--- config.mk ---
export PLATFORM = sky130hd
export DESIGN_NAME = div_sequencer
export DESIGN_NICKNAME = d
export VERILOG_FILES = /design/src/rtl/div_pkg.sv /design/src/rtl/div_sequencer.sv
export SDC_FILE = /design/constraint.sdc
export NUM_CORES = 1
export LEC_CHECK = 0
export BUFFER_PORTS_ARGS = -buffer_cell sky130_fd_sc_hd__buf_2
export CORE_UTILIZATION = 46
export DETAILED_ROUTE_END_ITERATION = 16
export GPL_ROUTABILITY_DRIVEN = 0
export GPL_TIMING_DRIVEN = 1
export PLACE_DENSITY = 0.88
export SETUP_SLACK_MARGIN = 0.2
export SLEW_MARGIN = 20
export SYNTH_ARGS = -nofsm -noshare
export SYNTH_HDL_FRONTEND = slang
export SYNTH_SLANG_ARGS = --single-unit
--- constraint.sdc ---
create_clock -name clk -period 2 [get_ports clk]
set_clock_uncertainty 0.1 [all_clocks]
set_input_delay 0.2 -clock clk [delete_from_list [all_inputs] [get_ports clk]]
set_output_delay 0.2 -clock clk [all_outputs]
set_load 0.05 [all_outputs]
--- src/rtl/div_pkg.sv ---
// Shared types and constants for the divider front-end sequencer.
package div_pkg;

  typedef enum logic [1:0] {
    DIV_OP_DIV  = 2'd0,
    DIV_OP_IDIV = 2'd1,
    DIV_OP_AAM  = 2'd2,
    DIV_OP_RSVD = 2'd3
  } DivOp_t;

  typedef enum logic [1:0] {
    SEQ_IDLE  = 2'd0,
    SEQ_START = 2'd1,
    SEQ_WAIT  = 2'd2,
    SEQ_RESP  = 2'd3
  } DivSeqState_t;

  localparam logic [7:0] DIV_EXCEPTION_VECTOR = 8'd0;

endpackage

--- src/rtl/div_sequencer.sv ---
// Owns the shared divider: latches DIV/IDIV/AAM operands, pulses start, watches
// for completion with a watchdog and returns the result over valid/ready.
module div_sequencer
  import div_pkg::*;
#(
  parameter int unsigned TIMEOUT_CYCLES = 40,
  parameter int unsigned TIMER_W        = 6
) (
  input  logic        clk,
  input  logic        reset_n,
  input  logic        flush,
  input  logic        req_valid,
  output logic        req_ready,
  input  logic [1:0]  req_op,
  input  logic        req_is_8_bit,
  input  logic [31:0] req_dividend,
  input  logic [15:0] req_divisor,
  output logic        rsp_valid,
  input  logic        rsp_ready,
  output logic [15:0] rsp_quotient,
  output logic [15:0] rsp_remainder,
  output logic        rsp_error,
  output logic        rsp_timeout,
  output logic        div_start,
  output logic        div_is_8_bit,
  output logic        div_is_signed,
  output logic [31:0] div_dividend,
  output logic [15:0] div_divisor,
  input  logic        div_busy,
  input  logic        div_complete,
  input  logic        div_error,
  input  logic [15:0] div_quotient,
  input  logic [15:0] div_remainder
);

  localparam logic [TIMER_W-1:0] TIMEOUT_LAST = TIMER_W'(TIMEOUT_CYCLES - 1);

  DivSeqState_t       state_q, state_d;
  DivOp_t             req_op_s;
  logic               req_ready_q, req_ready_d;
  logic               rsp_valid_q, rsp_valid_d;
  logic               rsp_error_q, rsp_error_d;
  logic               rsp_timeout_q, rsp_timeout_d;
  logic [15:0]        rsp_quotient_q, rsp_quotient_d;
  logic [15:0]        rsp_remainder_q, rsp_remainder_d;
  logic               div_start_q, div_start_d;
  logic               div_is_8_bit_q, div_is_8_bit_d;
  logic               div_is_signed_q, div_is_signed_d;
  logic [31:0]        div_dividend_q, div_dividend_d;
  logic [15:0]        div_divisor_q, div_divisor_d;
  logic               drop_q, drop_d;
  logic               is_aam_q, is_aam_d;
  logic [TIMER_W-1:0] timer_q, timer_d;
  logic               unused_s;

  assign req_op_s = DivOp_t'(req_op);
  // Busy is observed only; the watchdog alone bounds the wait.
  assign unused_s = div_busy ^ (|DIV_EXCEPTION_VECTOR);

  // Next-state, operand capture, watchdog and response latching.
  always_comb begin
    state_d         = state_q;
    drop_d          = drop_q;
    is_aam_d        = is_aam_q;
    timer_d         = timer_q;
    rsp_error_d     = rsp_error_q;
    rsp_timeout_d   = rsp_timeout_q;
    rsp_quotient_d  = rsp_quotient_q;
    rsp_remainder_d = rsp_remainder_q;
    div_is_8_bit_d  = div_is_8_bit_q;
    div_is_signed_d = div_is_signed_q;
    div_dividend_d  = div_dividend_q;
    div_divisor_d   = div_divisor_q;
    case (state_q)
      SEQ_IDLE: begin
        if (req_valid && !flush) begin
          div_is_8_bit_d  = req_is_8_bit;
          div_is_signed_d = 1'b0;
          div_dividend_d  = req_dividend;
          div_divisor_d   = req_divisor;
          is_aam_d        = 1'b0;
          drop_d          = 1'b0;
          rsp_error_d     = 1'b0;
          rsp_timeout_d   = 1'b0;
          rsp_quotient_d  = 16'h0000;
          rsp_remainder_d = 16'h0000;
          state_d         = SEQ_START;
          case (req_op_s)
            DIV_OP_DIV:  div_is_signed_d = 1'b0;
            DIV_OP_IDIV: div_is_signed_d = 1'b1;
            DIV_OP_AAM: begin
              div_is_8_bit_d = 1'b1;
              div_dividend_d = {24'h000000, req_dividend[7:0]};
              is_aam_d       = 1'b1;
            end
            DIV_OP_RSVD: begin
              rsp_error_d = 1'b1;
              state_d     = SEQ_RESP;
            end
            default: state_d = SEQ_IDLE;
          endcase
        end else begin
          state_d = SEQ_IDLE;
        end
      end
      SEQ_START: begin
        timer_d = TIMER_W'(0);
        drop_d  = drop_q | flush;
        state_d = SEQ_WAIT;
      end
      SEQ_WAIT: begin
        timer_d = timer_q + TIMER_W'(1);
        drop_d  = drop_q | flush;
        if (div_complete) begin
          rsp_error_d     = div_error;
          rsp_timeout_d   = 1'b0;
          rsp_quotient_d  = is_aam_q ? {8'h00, div_quotient[7:0]}  : div_quotient;
          rsp_remainder_d = is_aam_q ? {8'h00, div_remainder[7:0]} : div_remainder;
          drop_d          = 1'b0;
          state_d         = (drop_q || flush) ? SEQ_IDLE : SEQ_RESP;
        end else if (timer_q == TIMEOUT_LAST) begin
          rsp_error_d     = 1'b1;
          rsp_timeout_d   = 1'b1;
          rsp_quotient_d  = 16'h0000;
          rsp_remainder_d = 16'h0000;
          drop_d          = 1'b0;
          state_d         = (drop_q || flush) ? SEQ_IDLE : SEQ_RESP;
        end else begin
          state_d = SEQ_WAIT;
        end
      end
      SEQ_RESP: begin
        if (flush || rsp_ready) begin
          state_d = SEQ_IDLE;
        end else begin
          state_d = SEQ_RESP;
        end
      end
      default: state_d = SEQ_IDLE;
    endcase
    // Handshake outputs are registered images of the upcoming state.
    req_ready_d = (state_d == SEQ_IDLE);
    rsp_valid_d = (state_d == SEQ_RESP);
    div_start_d = (state_d == SEQ_START);
  end

  // State and output registers.
  always_ff @(posedge clk or negedge reset_n) begin
    if (!reset_n) begin
      state_q         <= SEQ_IDLE;
      req_ready_q     <= 1'b1;
      rsp_valid_q     <= 1'b0;
      rsp_error_q     <= 1'b0;
      rsp_timeout_q   <= 1'b0;
      rsp_quotient_q  <= 16'h0000;
      rsp_remainder_q <= 16'h0000;
      div_start_q     <= 1'b0;
      div_is_8_bit_q  <= 1'b0;
      div_is_signed_q <= 1'b0;
      div_dividend_q  <= 32'h00000000;
      div_divisor_q   <= 16'h0000;
      drop_q          <= 1'b0;
      is_aam_q        <= 1'b0;
      timer_q         <= TIMER_W'(0);
    end else begin
      state_q         <= state_d;
      req_ready_q     <= req_ready_d;
      rsp_valid_q     <= rsp_valid_d;
      rsp_error_q     <= rsp_error_d;
      rsp_timeout_q   <= rsp_timeout_d;
      rsp_quotient_q  <= rsp_quotient_d;
      rsp_remainder_q <= rsp_remainder_d;
      div_start_q     <= div_start_d;
      div_is_8_bit_q  <= div_is_8_bit_d;
      div_is_signed_q <= div_is_signed_d;
      div_dividend_q  <= div_dividend_d;
      div_divisor_q   <= div_divisor_d;
      drop_q          <= drop_d;
      is_aam_q        <= is_aam_d;
      timer_q         <= timer_d;
    end
  end

  assign req_ready     = req_ready_q;
  assign rsp_valid     = rsp_valid_q;
  assign rsp_error     = rsp_error_q;
  assign rsp_timeout   = rsp_timeout_q;
  assign rsp_quotient  = rsp_quotient_q;
  assign rsp_remainder = rsp_remainder_q;
  assign div_start     = div_start_q;
  assign div_is_8_bit  = div_is_8_bit_q;
  assign div_is_signed = div_is_signed_q;
  assign div_dividend  = div_dividend_q;
  assign div_divisor   = div_divisor_q;

endmodule

==> results of run 1 <==
[state kept, by name, summed over array words and instances (netlist names), 2 cells and up]
name / flops
div_dividend: 32
div_divisor: 16
rsp_quotient: 16
rsp_remainder: 16
state_q: 2
timer_q: 6
[routing by layer]
layer  share of wire, %  wire length (um)
met2                 51              6390
met4                3.3               419
met5                  0                 0
met3                7.9               990
met1                 38              4800
[synthesized netlist by cell type (2+ instances only)]
library cell	n	area, sq um
nand2b_1	5	31.3
a21oi_4	2	32.5
a22o_1	58	508
o21ai_0	3	15.0
buf_6	5	56.3
clkbuf_1	5	18.8
inv_1	9	33.8
nand3_1	2	10.0
o22ai_1	2	12.5
nor2_1	10	37.5
nand2_1	80	300
ha_1	6	75.1
dfrtp_1	96	2400
mux2i_1	2	20.0
buf_2	5	25.0
a21oi_1	9	45.0
[per-stage QoR]
step	area, sq um	utilization, %	total power, W	std cells
detailed placement	4870	59.6	0.00851	597
global placement	4870	59.6	0.00838	597
floorplan	3860	-	0.00722	322
global route	5990	73.3	0.0107	700
finish	5990	73.3	0.0102	700
CTS	5970	73.0	0.0100	699
[layout make-up]
class	instances	share of cell area, %
Clock buffer	9	2.07
Timing Repair Buffer	271	30.8
Sequential cell	97	40.5
Inverter	9	0.564
Clock inverter	7	1.44
Antenna cell	1	0.0418
Tap cell	105	2.19
Multi-Input combinational cell	201	22.4
[power breakdown]
group / leakage (nW) / switching (W) / internal, W
sequential: 1.26 / 0.000507 / 0.00278
clock: 0.107 / 0.000734 / 0.000603
combinational: 1.84 / 0.00409 / 0.00153
[what timing repair did]
item                                    CTS  global route
resized for setup                         3             6
pin swaps                                 0             1
hold buffers                             83             0
endpoints found under the setup margin   34            80
hold endpoints to repair                110             0
buffers inserted                          3             0
[final timing paths]
path                                             startpoint                      endpoint  slack [ps]  cells past startpoint
worst min-delay path                              req_op[1]     div_is_signed$_DFFE_PN0P_          20                      2
max in group asynchronous                           reset_n           req_ready$_DFF_PN1_         850                      3
worst max register to register       timer_q[3]$_DFFE_PN0P_  rsp_remainder[6]$_DFFE_PN0P_         250                      5
worst min register to register  div_divisor[13]$_DFFE_PN0P_   div_divisor[13]$_DFFE_PN0P_         390                      2
worst max-delay path                 timer_q[3]$_DFFE_PN0P_  rsp_remainder[6]$_DFFE_PN0P_         250                      5
min in group asynchronous                           reset_n   rsp_quotient[2]$_DFFE_PN0P_         200                      2
[worst reg2reg max path, delay by kind of cell (launching register included)]
family / cells / cell delay, ps
AOI/OAI and AO/OA: 2 / 340
buffers and inverters: 1 / 180
DFF: 1 / 430
and+or+nand+nor: 2 / 590
[logic make-up after synthesis]
| family | synth area share (%) |
|---|---|
| simple gates | 12.7 |
| flops | 62.9 |
| compound gates | 17.8 |
| buf+inv | 3.47 |
| fa+ha+maj | 1.94 |
| mux | 0.907 |
| xor+xnor | 0.227 |
==> qor.txt, run 1 <==
cell count after synthesis - 322
detailed router's first-iteration violation count - 175
sequential cell area - 2430 sq um
worst hold-check slack - 20.5 ps
crit path kind - flip-flop to flip-flop
synthesized netlist net count - 419
CTS root buf - clkbuf_8
routed wire length - 12.6 mm
slew at the pin closest to its max-slew limit - 386 ps
layout net count - 686
Hold Vio Cnt, Final - 0
post-synthesis cell type count - 39
classification of the worst-slack hold path - input port to flip-flop
synthesized area - 3860 sq um
synthesis-to-layout area growth - 55.2%
die extent in y - 93.6 um
Synth Warn # - 0
cell at the slowest stage of the critical path - or3b_4
row count - 33
Cell Pwr Density - 1710 nW/um^2
clock tree sinks - 97
Die Footprint - 8770 sq um
global-route usage over all layers - 27.9%
final-layout fill cell count - 485
final worst path period share - 87.5%
Num CTS Buffers - 9
CP arrival - 1890 ps
Max Slew Vio Count - 0
worst vdd ir - 0.948 mV
WP data required - 2140 ps
final critical path time including I/O delays and setup - 1750 ps
ys async rst share - 100%
clock latency on the worst-skew pair - 350 ps
area taken by multi-input logic gates - 1340 sq um
clock-pin slew on the worst setup and hold paths - 100 ps
share of cells above drive strength 1 - 37.4%
RSZ-0062 raised after global routing - no
fin worst setup slack - 249 ps
CP peak stage delay - 440 ps
largest delay contributor family on the critical path - simple AND/OR/NAND/NOR gates
HPWL reported at the end of detailed placement - 6.98 mm
antenna violations before repair - 1
leading cell type in the layout, fill and taps excluded - buf_2
critical path fanouts, max - 32
starting density of the core - 47.2%
number of synthesized flops with an enable pin - 0
number of remaining DRC errors - 0
Via density - 5.34
final routed wire length divided by cell count - 18.0 um
PortBufs - 176
number of failing setup endpoints in the final timing report - 0
number of placed I/O pins - 178
category of the worst setup path capture point - flip-flop
core area - 8180 sq um
setup_tns - 0 ps
floorplan die width - 93.6 um
met3 global-route usage - 7.07%
wire length of the first global-routing pass - 18.3 mm
register bit total from synthesis - 97
most instantiated flip-flop cell in the synthesis netlist - dfrtp_1
Rel. slew slack - 74.3%
post-synthesis area per instance - 12.0 sq um
remaining antenna violation count - 0
commonest cells after routing, fill and taps aside - 175 x buf_2, 96 x dfrtp_1, 83 x dlygate4sd3_1
buffer depth of the longest clock path - 2
number of vias in the routed layout - 3739
sequential area share after synthesis - 62.9%
vias in the first global route - 3731
largest net degree at the start of global routing - 70
final global-route overflow total - 0
met2 usage in global routing - 48.6%
worst slack, placed - 101 ps
nature of the critical path startpoint - flip-flop
cell-by-cell listing of the critical path - or3b_4, nor2_4, o21ai_4, buf_12, a22o_1
Critical path buffers and inverters - 1
status - finished clean
MaxCap Viol Count - 0
achievable frequency - 0.571 GHz
drt first pass iters - 4
number of H-tree branching levels - 3
met1 Track Usage GR - 32.3%
CTS tree - done
most crowded layer after global routing - met2
leakage power figure - 3.20 nW
Note: power is estimated with default switching activity, not from simulation.
==> inputs of run 2 (changes only) <==
--- a/config.mk
+++ b/config.mk
@@ -11,6 +11,7 @@
 export GPL_ROUTABILITY_DRIVEN = 0
 export GPL_TIMING_DRIVEN = 1
 export PLACE_DENSITY = 0.88
+export RECOVER_POWER = 50
 export SETUP_SLACK_MARGIN = 0.2
 export SLEW_MARGIN = 20
 export SYNTH_ARGS = -nofsm -noshare
==> qor.txt, run 2 (synthesis gave the netlist of run 1 again) <==
core area - 8180 sq um
antenna violations before repair - 1
number of failing setup endpoints in the final timing report - 0
clock tree sinks - 97
detailed router's first-iteration violation count - 175
origin of the critical flop-to-flop path - state_q[0]$_DFF_PN0_
met2 usage in global routing - 48.6%
worst vdd ir - 0.937 mV
wire length of the first global-routing pass - 18.3 mm
slack of the worst reg-to-reg path - 210 ps
CTS root buf - clkbuf_8
number of placed I/O pins - 178
classification of the worst-slack hold path - input port to flip-flop
Crit. Startpoint - state_q[0]$_DFF_PN0_
flip-flop count of the largest register, all copies and words added - 32
drt first pass iters - 4
achievable frequency - 0.559 GHz
slew at the pin closest to its max-slew limit - 691 ps
global-route usage over all layers - 27.9%
most crowded layer after global routing - met2
met1 Track Usage GR - 32.3%
count of cells along the worst hold path - 2
WP data required - 2140 ps
worst hold-check slack - 14.3 ps
total power draw - 0.0101 W
Rel. slew slack - 53.9%
CP arrival - 1930 ps
routed wire length - 12.3 mm
floorplan die width - 93.6 um
final critical path time including I/O delays and setup - 1790 ps
number of vias in the routed layout - 3669
vias in the first global route - 3731
final routed wire length divided by cell count - 17.5 um
setup_tns - 0 ps
Cell Pwr Density - 1700 nW/um^2
crit path kind - flip-flop to flip-flop
leakage power figure - 3.05 nW
MaxCap Viol Count - 0
critical path fanouts, max - 16
remaining antenna violation count - 0
startpoint of the worst hold path - req_op[1]
final worst path period share - 89.5%
row count - 33
leading cell type in the layout, fill and taps excluded - buf_2
Num CTS Buffers - 9
met3 global-route usage - 7.07%
Hold Vio Cnt, Final - 0
CTS tree - done
RSZ-0062 raised after global routing - no
clock latency on the worst-skew pair - 360 ps
final global-route overflow total - 0
HPWL reported at the end of detailed placement - 6.98 mm
synthesis-to-layout area growth - 53.2%
nature of the critical path startpoint - flip-flop
Via density - 5.24
Die Footprint - 8770 sq um
PortBufs - 176
number of remaining DRC errors - 0
buffer depth of the longest clock path - 2
largest net degree at the start of global routing - 70
starting density of the core - 47.2%
status - finished clean
share of cells above drive strength 1 - 30.3%
category of the worst setup path capture point - flip-flop
endpoint of the worst hold-timing path - div_start$_DFF_PN0_
layout net count - 686
number of H-tree branching levels - 3
length in cells of the worst reg-to-reg path - 7
worst reg2reg path endpoint - rsp_quotient[10]$_DFFE_PN0P_
commonest cells after routing, fill and taps aside - 134 x buf_2, 96 x dfrtp_1, 83 x dlygate4sd3_1
Max Slew Vio Count - 0
clock-pin slew on the worst setup and hold paths - 90 ps
die extent in y - 93.6 um
run 2: cell types whose count changed in the layout (fill, tap and decap cells not counted):
| cell | delta |
|---|---|
| buf_2 | -41 |
| clkbuf_1 | +41 |
| buf_12 | -1 |
| buf_4 | -1 |
| buf_6 | +1 |
| clkbuf_2 | +1 |
| ha_1 | +1 |
| ha_4 | -1 |
run 2: how the worst max path moves through the flow:
stage | end | slack (ps) | cells past startpoint
2_1_floorplan | rsp_quotient[0]$_DFFE_PN0P_ | 280 | 7
3_3_place_gp | rsp_quotient[13]$_DFFE_PN0P_ | 180 | 6
3_5_place_dp | rsp_quotient[15]$_DFFE_PN0P_ | 100 | 6
4_1_cts | rsp_quotient[15]$_DFFE_PN0P_ | 210 | 7
5_1_grt | div_is_8_bit$_DFFE_PN0P_ | 120 | 8
6_report | rsp_quotient[10]$_DFFE_PN0P_ | 210 | 7
run 2: report_power, final:
part	internal [W]	switching, W	total [W]
clock	0.000603	0.000736	0.00134
combinational	0.00139	0.00406	0.00545
sequential	0.00278	0.000510	0.00329
total	0.00477	0.00531	0.0101
run 2: timing repair:
action                     CTS  global route
setup buffers                3             0
setup endpoints to repair   34            80
hold buffers                83             0
resized for setup            3             6
pin swaps                    0             1
hold endpoints to repair   110             0
run 2: layout make-up:
cell class              instances  area [sq um]
fillers                       521          2260
flip-flops and latches         97          2430
clock buffers                   9           124
repair buffers                271          1780
clock inverters                 7          86.3
well taps                     105           131
inverters                       9          33.8
diodes                          1          2.50
multi-input cells             201          1330
run 2: metrics by stage:
| step | util [%] | cells | worst slack, ps | area [sq um] |
|---|---|---|---|---|
| after floorplan | - | 322 | 276 | 3860 |
| after global placement | 59.6 | 597 | 184 | 4870 |
| after detailed placement | 59.6 | 597 | 101 | 4870 |
| after CTS | 73.0 | 699 | 206 | 5970 |
| after global routing | 72.4 | 700 | 123 | 5920 |
| final | 72.4 | 700 | 210 | 5920 |
run 2: layer usage:
layer  routed length, um  share of wire, %  up-vias
met5                   0                 0        -
met4                 387               3.2        0
met3                 918               7.5       37
met2                6210                51      191
met1                4750                39     1785
li1                    -                 -     1656
run 2: worst max-delay path: stages, from the launching register on:
cell and delay [ps]:
dfrtp_1 410, inv_2 110, ha_1 250, buf_4 200, a21oi_4 70, nor2b_4 130, buf_12 150, a22o_1 260
